**config.mk**
```make
export PLATFORM = sky130hd
export DESIGN_NAME = sd_cic_decimator
export DESIGN_NICKNAME = d
export VERILOG_FILES = /design/src/rtl/sd_cic_decimator.sv
export SDC_FILE = /design/constraint.sdc
export NUM_CORES = 1
export LEC_CHECK = 0
export ABC_CLOCK_PERIOD_IN_PS = 5850
export CAP_MARGIN = 30
export CORE_MARGIN = 1.5
export CORE_UTILIZATION = 59
export CTS_BUF_LIST = sky130_fd_sc_hd__clkbuf_8
export CTS_CLUSTER_SIZE = 20
export DETAILED_ROUTE_END_ITERATION = 16
export GPL_TIMING_DRIVEN = 0
export MAX_ROUTING_LAYER = met4
export PLACE_DENSITY_LB_ADDON = 0.15
export SETUP_SLACK_MARGIN = 0.5
export SYNTH_ARGS = -nofsm -noshare
export SYNTH_HDL_FRONTEND = slang
export SYNTH_SLANG_ARGS = --single-unit
```
**constraint.sdc**
```tcl
create_clock -name clk -period 5.85 [get_ports clk]
set_clock_uncertainty 0.2 [all_clocks]
set_input_delay 1.17 -clock clk [delete_from_list [all_inputs] [get_ports clk]]
set_output_delay 1.17 -clock clk [all_outputs]
set_load 0.01 [all_outputs]
```
**src/rtl/sd_cic_decimator.sv**
```systemverilog
// sd_cic_decimator: sinc3 CIC decimator for a 1-bit sigma-delta stream.
// Define SD_CIC_PCM16_EN for a rounded, saturated 16-bit output (+1 clk).
module sd_cic_decimator #(
    parameter  int LOG2_OSR = 6,
    localparam int ACC_W    = 3 * LOG2_OSR + 1,
`ifdef SD_CIC_PCM16_EN
    localparam int OUT_W    = 16
`else
    localparam int OUT_W    = ACC_W
`endif
) (
    input  logic                    clk,
    input  logic                    reset,
    input  logic                    bit_in,
    input  logic                    bit_valid,
    output logic signed [OUT_W-1:0] dout,
    output logic                    dout_valid,
    input  logic                    dout_ready,
    output logic                    overrun,
    input  logic                    overrun_clr,
    output logic                    settled
);

    localparam logic [LOG2_OSR-1:0] PH_ONE  = LOG2_OSR'(1);
    localparam logic [LOG2_OSR-1:0] PH_LAST = '1;
    localparam logic [ACC_W-1:0]    MID     = {2'b01, {(ACC_W-2){1'b0}}};

    logic [ACC_W-1:0]    i1, i2, i3;
    logic [ACC_W-1:0]    i1_nx, i2_nx, i3_nx;
    logic [LOG2_OSR-1:0] phase;
    logic                tick;
    logic                decim_vld;
    logic [ACC_W-1:0]    decim;
    logic [ACC_W-1:0]    d1, d2, d3;
    logic [ACC_W-1:0]    c1, c2, c3;
    logic [1:0]          discard;
    logic                comb_fire;
    logic [ACC_W-1:0]    comb_val;
    logic                load;
    logic [OUT_W-1:0]    load_val;

    // Next integrator values; each stage adds the freshly updated stage before it.
    always_comb begin
        i1_nx = i1 + {{(ACC_W-1){1'b0}}, bit_in};
        i2_nx = i2 + i1_nx;
        i3_nx = i3 + i2_nx;
    end

    // Integrators and phase move only on accepted bits; tick flags a frame's last bit.
    always_ff @(posedge clk) begin
        if (reset) begin
            i1    <= '0;
            i2    <= '0;
            i3    <= '0;
            phase <= '0;
            tick  <= 1'b0;
        end else begin
            tick <= bit_valid && (phase == PH_LAST);
            if (bit_valid) begin
                i1    <= i1_nx;
                i2    <= i2_nx;
                i3    <= i3_nx;
                phase <= phase + PH_ONE;
            end
        end
    end

    // Capture I3 one clock after the frame ends, regardless of later bit gaps.
    always_ff @(posedge clk) begin
        if (reset) begin
            decim     <= '0;
            decim_vld <= 1'b0;
        end else begin
            decim_vld <= tick;
            if (tick) begin
                decim <= i3;
            end
        end
    end

    // Comb chain at the decimated rate; result recentred so mid-scale reads as zero.
    always_comb begin
        c1        = decim - d1;
        c2        = c1 - d2;
        c3        = c2 - d3;
        comb_val  = c3 - MID;
        comb_fire = decim_vld && (discard == 2'd2);
    end

    // Comb delays advance per sample; the first two results only prime the combs.
    always_ff @(posedge clk) begin
        if (reset) begin
            d1      <= '0;
            d2      <= '0;
            d3      <= '0;
            discard <= '0;
        end else if (decim_vld) begin
            d1 <= decim;
            d2 <= c1;
            d3 <= c2;
            if (discard != 2'd2) begin
                discard <= discard + 2'd1;
            end
        end
    end

`ifdef SD_CIC_PCM16_EN
    localparam int SH = ACC_W - 17;

    logic                    pcm_vld;
    logic signed [OUT_W-1:0] pcm_sat;
    logic signed [OUT_W-1:0] pcm_q;
    int                      pcm_sc;

    // Scale so that +/- full scale lands on the 16-bit rails; round half up.
    if (SH > 0) begin : g_down
        always_comb begin
            pcm_sc = int'(signed'(comb_val));
            pcm_sc = (pcm_sc + (1 <<< (SH - 1))) >>> SH;
        end
    end else begin : g_up
        always_comb begin
            pcm_sc = int'(signed'(comb_val));
            pcm_sc = pcm_sc <<< (-SH);
        end
    end

    // Clamp; positive full scale is one LSB beyond the 16-bit range.
    always_comb begin
        pcm_sat = pcm_sc[15:0];
        if (pcm_sc > 32767) begin
            pcm_sat = 16'sh7fff;
        end else if (pcm_sc < -32768) begin
            pcm_sat = 16'sh8000;
        end
    end

    // Extra register stage for the round/saturate path.
    always_ff @(posedge clk) begin
        if (reset) begin
            pcm_vld <= 1'b0;
            pcm_q   <= '0;
        end else begin
            pcm_vld <= comb_fire;
            if (comb_fire) begin
                pcm_q <= pcm_sat;
            end
        end
    end

    assign load     = pcm_vld;
    assign load_val = pcm_q;
`else
    assign load     = comb_fire;
    assign load_val = comb_val;
`endif

    // Output register with valid/ready handshake and sticky overwrite flag.
    always_ff @(posedge clk) begin
        if (reset) begin
            dout       <= '0;
            dout_valid <= 1'b0;
            overrun    <= 1'b0;
            settled    <= 1'b0;
        end else begin
            if (load) begin
                dout       <= load_val;
                dout_valid <= 1'b1;
                settled    <= 1'b1;
            end else if (dout_valid && dout_ready) begin
                dout_valid <= 1'b0;
            end
            if (load && dout_valid && !dout_ready) begin
                overrun <= 1'b1;
            end else if (overrun_clr) begin
                overrun <= 1'b0;
            end
        end
    end

endmodule

```
==> results of run 1 <==
==> flip-flops by register name (all words and copies together), names as in the netlist <==
| name | cells |
|---|---|
| d1 | 19 |
| d2 | 19 |
| d3 | 19 |
| decim | 19 |
| decim_vld | 1 |
| discard | 2 |
| dout | 19 |
| dout_valid | 1 |
| i1 | 19 |
| i2 | 19 |
| i3 | 19 |
| overrun | 1 |
| phase | 6 |
| settled | 1 |
| tick | 1 |
==> worst reg2reg max path, stage by stage (launching register included) <==
cell and delay, ps:
dfxtp_1 480, ha_4 270, nor2b_2 160, o31a_1 340
o21a_1 200, nor2_2 150, o21bai_1 110, a21oi_2 200
xnor2_2 160, ha_4 250, and2_1 180, a22o_1 250
a31oi_2 220, a211oi_2 130, xor2_1 160, ha_1 330
ha_4 180, a21o_1 170, a21o_1 180, a21o_1 160
a21o_1 190, a31o_4 240, a2111oi_4 290, a41o_1 190
a2111oi_2 70, nor4_1 230
==> power groups by stage <==
stage               Clock, uW  Combinational (uW)  Sequential (uW)
global route              871                 119             1140
floorplan                   0                72.7             1160
finish                    821                 110             1140
global placement            0                 104             1170
CTS                       827                 108             1140
detailed placement          0                 106             1170
==> path summary, 6_finish.rpt <==
check | startpoint | to | slack (ps)
setup reg to reg | decim[2] | dout[18] | 100
setup / recovery | decim[2] | dout[18] | 100
hold reg to reg | phase[5] | tick | 260
hold / removal | phase[5] | tick | 260
==> cells by family (layout without fill, tap and decap cells) <==
logic type | Yosys count | after routing | share of synthesized area [%]
muxes | 98 | 98 | 9.16
adders and majority gates | 116 | 116 | 13.8
xor gates and xnor gates | 109 | 109 | 8.88
buffers and inverters | 135 | 241 | 4.71
DFF | 165 | 165 | 30.7
AOI/OAI and AO/OA | 250 | 250 | 15.7
and+or+nand+nor | 401 | 401 | 17.0
==> layout make-up <==
cell class / instances / area [um2]
Timing Repair Buffer: 74 / 641
Sequential cell: 165 / 3310
Multi-Input combinational cell: 974 / 7650
Tap cell: 229 / 287
Clock inverter: 13 / 121
Inverter: 89 / 334
Buffer: 46 / 176
Fill cell: 1358 / 5120
Clock buffer: 19 / 262
==> timing repair <==
item / CTS / global route
endpoints found under the setup margin: 9 / 9
pin swaps: 52 / 46
hold buffers: 0 / 0
resized for setup: 50 / 70
setup buffers: 30 / 17
==> per-stage QoR <==
step                      power (uW)  setup WS (ps)  utilization [%]  setup TNS [ps]
final                           2070            105             71.4               0
after global routing            2130           -116             71.4            -116
after global placement          1270           -585             63.9           -1110
after CTS                       2080            179             68.8               0
after detailed placement        1270           -637             63.9           -1240
after floorplan                 1240            505                -               0
==> cell usage in the layout (no fill, tap or decap), types with 21 or more instances in the layout <==
cell / netlist / routed
xnor2_1: 60 / 50
nand3_1: 26 / 21
dfxtp_1: 165 / 162
nor2_1: 180 / 172
buf_4: 0 / 46
nor3_1: 34 / 28
clkdlybuf4s50_1: 0 / 26
a21oi_1: 81 / 72
mux2i_1: 95 / 95
ha_1: 111 / 93
clkbuf_1: 38 / 37
xor2_1: 49 / 45
a21o_1: 28 / 28
o21ai_0: 32 / 22
inv_1: 88 / 87
nand2_1: 76 / 75
==> layer usage <==
layer  vias to the layer above  GRT usage [%]
li1                       4642              -
met1                      4460           31.8
met2                       182           47.9
met3                        64           4.23
met4                         0           11.1
met5                         -              -
==> impl_metrics.json, run 1 <==
{
  "synth_fp_nets": 1396,
  "drv_slew": 0,
  "dr.max_layer_used": "met4",
  "worstMarginPinSlew_ps": 932,
  "fmax_ghz": 0.174,
  "core.rowCount": 49,
  "seq_power_share_pct": 55.1,
  "synth_cell_types": 68,
  "hold_depth": 2,
  "die_width_um": 138,
  "p_switching_uw": 536,
  "synth_top_area_share_pct": 30.7,
  "drtPass1Iterations": 5,
  "synth_edf_count": 0,
  "track_usage_pct": 27.6,
  "peakVddDrop_v": 0.000144,
  "critPathCaptureType": "flop",
  "clock_path_buffers": 2,
  "cp_max_fo": 4,
  "synth_seq_cells": 165,
  "crit_buf_inv": 0,
  "cp.depth": 25,
  "vias": 9348,
  "design_area_mm2": 0.0128,
  "via_per_inst": 5.81,
  "grt_setup_unrepaired": "true",
  "dp_cells": 1530,
  "worst_skew_pair.late_latency_ps": 480,
  "io_pins": 28,
  "hold_ws_ps": 257,
  "start_util_pct": 60.1,
  "instances_no_fill": 1609,
  "p_clk_share_pct": 39.6,
  "crit_path_frequent_cell": "a21o_1",
  "drc": 0,
  "synth_area_leaders": "dfxtp_1 (31%), ha_1 (13%), mux2i_1 (8.8%)",
  "dp_hpwl_um": 18600,
  "port_buffers": 27,
  "grt_pass1_wl_um": 42300,
  "cp_top_family": "compound AO/OA/AOI/OAI gates",
  "relSlewSlack_pct": 37.9,
  "cts_made_buffers": 17,
  "synthCells": 1274,
  "crit_required_ps": 6040,
  "syn_area_mm2": 0.0108,
  "postPlaceCellArea_mm2": 0.0114,
  "worst_hold_path_type": "reg2reg",
  "die_y_um": 138,
  "drt_iter0_drc": 474,
  "finalCriticalPeriod_ps": 5750,
  "grt_overflow": 0,
  "p_leak_uw": 0.00516,
  "crit_type": "reg2reg",
  "tritoncts": "built",
  "clkSlewWorstSetupHoldPaths_ps": 90,
  "critPathMaxStageDelay_ps": 480,
  "postRouteAntennaNets": 0,
  "power_density_mw_per_mm2": 162,
  "antenna_found_initial": 0,
  "synth.avg_cell_area_um2": 8.44,
  "crit_arrival_ps": 5940,
  "synth_top_cell_by_area": "dfxtp_1",
  "grt_pass1_vias": 8934,
  "yosys_most_used_dff": "dfxtp_1",
  "status": "finished clean",
  "ys_async_sr_fraction_pct": 0,
  "combPwrFrac_pct": 5.3,
  "synth-warning-count": 0,
  "ys_top_cells_by_count": "nor2_1 (180), dfxtp_1 (165), ha_1 (111)",
  "finalSetupViolations": 0,
  "yosysMostFrequentCell": "nor2_1",
  "drv_cap": 0,
  "design.die.area_mm2": 0.0190,
  "cp_slowest_cell": "dfxtp_1",
  "start_kind": "flop",
  "area_growth_pct": 18.9,
  "drive_above_1_share_pct": 14.4,
  "wl_met2_um": 13100,
  "reg2reg_depth": 25,
  "hold_viol": 0,
  "core_mm2": 0.0179,
  "post-route-period-util_pct": 98.2,
  "synth_seq_area_share_pct": 30.7,
  "nNetsFinal": 1489,
  "routedWlPerCell_um": 16.2,
  "power.internal_uw": 1530,
  "cts_sinks": 165,
  "m1WireLength_um": 11300,
  "antennaDiodeCount": 0,
  "cts-root-buf": "clkbuf_8",
  "htree_levels": 4,
  "p_sw_share_pct": 25.9,
  "wl_um": 26100,
  "grt_max_degree": 17,
  "wl_met3_um": 855,
  "gp_congestion": 0.878
}
Power figures use the tool's default switching activity.
==> inputs of run 2 (changes only) <==
--- a/config.mk
+++ b/config.mk
@@ -12,9 +12,10 @@
 export CTS_BUF_LIST = sky130_fd_sc_hd__clkbuf_8
 export CTS_CLUSTER_SIZE = 20
 export DETAILED_ROUTE_END_ITERATION = 16
+export GPL_ROUTABILITY_DRIVEN = 0
 export GPL_TIMING_DRIVEN = 0
 export MAX_ROUTING_LAYER = met4
-export PLACE_DENSITY_LB_ADDON = 0.15
+export PLACE_DENSITY = 0.8
 export SETUP_SLACK_MARGIN = 0.5
 export SYNTH_ARGS = -nofsm -noshare
 export SYNTH_HDL_FRONTEND = slang
==> impl_metrics.json, run 2 (synthesized netlist as in run 1, its figures left out) <==
{
  "status": "finished clean",
  "grt_max_degree": 17,
  "fmax_ghz": 0.174,
  "drv_cap": 0,
  "cp_max_fo": 7,
  "drtPass1Iterations": 11,
  "io_pins": 28,
  "grt_overflow": 0,
  "worstMarginPinSlew_ps": 954,
  "design.die.area_mm2": 0.0190,
  "track_usage_pct": 26.6,
  "crit_required_ps": 6020,
  "reg2reg_to": "dout[18]",
  "htree_levels": 4,
  "postPlaceCellArea_mm2": 0.0114,
  "relSlewSlack_pct": 36.4,
  "design_area_mm2": 0.0125,
  "p_leak_uw": 0.00506,
  "antennaDiodeCount": 0,
  "cts-root-buf": "clkbuf_8",
  "port_buffers": 27,
  "finalCriticalPeriod_ps": 5750,
  "cp-startpoint": "decim[0]",
  "utilization_pct": 69.8,
  "critPathCaptureType": "flop",
  "clock_path_buffers": 2,
  "vias": 9241,
  "wl_um": 25400,
  "hold_end": "dout[6]",
  "seq_power_share_pct": 56.4,
  "crit_type": "reg2reg",
  "grt_setup_unrepaired": "true",
  "grt_pass1_vias": 8791,
  "postRouteAntennaNets": 0,
  "p_clk_share_pct": 38.3,
  "start_util_pct": 60.1,
  "routedWlPerCell_um": 15.9,
  "die_y_um": 138,
  "drv_slew": 0,
  "nNetsFinal": 1484,
  "core_mm2": 0.0179,
  "worst_skew_pair.late_latency_ps": 480,
  "hold_depth": 2,
  "cts_sinks": 165,
  "fin_total_pwr_uw": 2020,
  "grt_pass1_wl_um": 41000,
  "power.internal_uw": 1510,
  "antenna_found_initial": 0,
  "combPwrFrac_pct": 5.4,
  "worst_hold_path_type": "reg2reg",
  "p_switching_uw": 511,
  "core.rowCount": 49,
  "p_sw_share_pct": 25.3,
  "setup_tns_ps": 0,
  "crit_arrival_ps": 5920,
  "via_per_inst": 5.76,
  "final_common_cell": "nor2_1",
  "die_width_um": 138,
  "peakVddDrop_v": 0.000155,
  "post-route-period-util_pct": 98.3,
  "worstHoldStart": "dout[6]",
  "cts_hold_buf": 0,
  "ff2ff_setup_slack_ps": 100,
  "mostFrequentLayoutCells": "nor2_1 (176), dfxtp_1 (161), ha_1 (97), mux2i_1 (95), inv_1 (88)",
  "tritoncts": "built",
  "area_growth_pct": 16.2,
  "drt_iter0_drc": 616,
  "r2r-start": "decim[0]",
  "drc": 0,
  "drive_above_1_share_pct": 12.1,
  "finalSetupViolations": 0,
  "reg2reg_depth": 27,
  "clkSlewWorstSetupHoldPaths_ps": 90,
  "power_density_mw_per_mm2": 162,
  "cts_made_buffers": 17,
  "hold_viol": 0,
  "start_kind": "flop",
  "dp_hpwl_um": 18100
}
[run 2: cell count changes in the layout (fill, tap and decap cells not counted), sizes merged]
cell and change:
buf -5, clkinvlp +2, clkbuf -1, clkinv -1
[run 2: critical path, stage by stage (launching register included)]
cell and delay [ps]:
dfxtp_4 380, inv_4 40, ha_4 150, fa_2 340, nor2b_2 140, o31a_1 200, o21a_1 150, nor2_2 50
xnor2_1 160, ha_2 270, nor3_2 180, o2111ai_2 180, a31o_2 280, a21o_1 170, a21o_1 190, a21oi_2 170
xnor2_2 150, ha_1 290, ha_4 240, a21o_1 190, a21o_1 180, a21o_1 180, a21o_1 190, a31o_4 230
a2111oi_4 310, a41o_1 170, a2111oi_2 60, nor4_1 240
[run 2: worst max path at each step]
stage	cells after the start	endpoint	slack [ps]
final	27	dout[18]	100
after global routing	25	dout[18]	-150
after CTS	27	dout[18]	180
after detailed placement	21	i3[18]	-490
after global placement	21	i3[18]	-480
after floorplan	26	dout[18]	500
[run 2: layout make-up]
| type | count | area (um2) |
|---|---|---|
| Buffer | 46 | 174 |
| Sequential cell | 165 | 3310 |
| Fill cell | 1393 | 5410 |
| Inverter | 89 | 337 |
| Clock inverter | 14 | 110 |
| Timing Repair Buffer | 69 | 602 |
| Multi-Input combinational cell | 974 | 7430 |
| Clock buffer | 18 | 248 |
| Tap cell | 229 | 287 |
[run 2: power by group through the flow]
stage / registers (uW) / logic (uW) / clock network, uW
CTS: 1140 / 108 / 782
finish: 1140 / 108 / 774
global placement: 1170 / 104 / 0
global route: 1140 / 121 / 819
floorplan: 1160 / 72.7 / 0
detailed placement: 1170 / 108 / 0
[run 2: per-stage QoR]
stage / std cells / setup WS, ps / hold WS [ps]
3_3_place_gp: 1530 / -476 / 238
2_1_floorplan: 1274 / 505 / 219
6_report: 1604 / 101 / 252
5_1_grt: 1604 / -150 / 270
4_1_cts: 1587 / 181 / 254
3_5_place_dp: 1530 / -491 / 243
[run 2: repair_timing]
| action | CTS | global route |
|---|---|---|
| setup endpoints to repair | 9 | 9 |
| pin swaps | 36 | 35 |
| setup buffers | 25 | 17 |
| gates resized for setup | 39 | 48 |
| endpoints found under the hold margin | 0 | 0 |
| gates cloned | 0 | 0 |
[run 2: per-layer routing]
metal  GRT usage [%]  routed length [um]  part of all wire (%)
met5               -                   0                     0
met3            3.64                 827                   3.2
met1            32.6               11700                    46
met2            45.0               12300                    49
met4            9.31                 608                   2.4
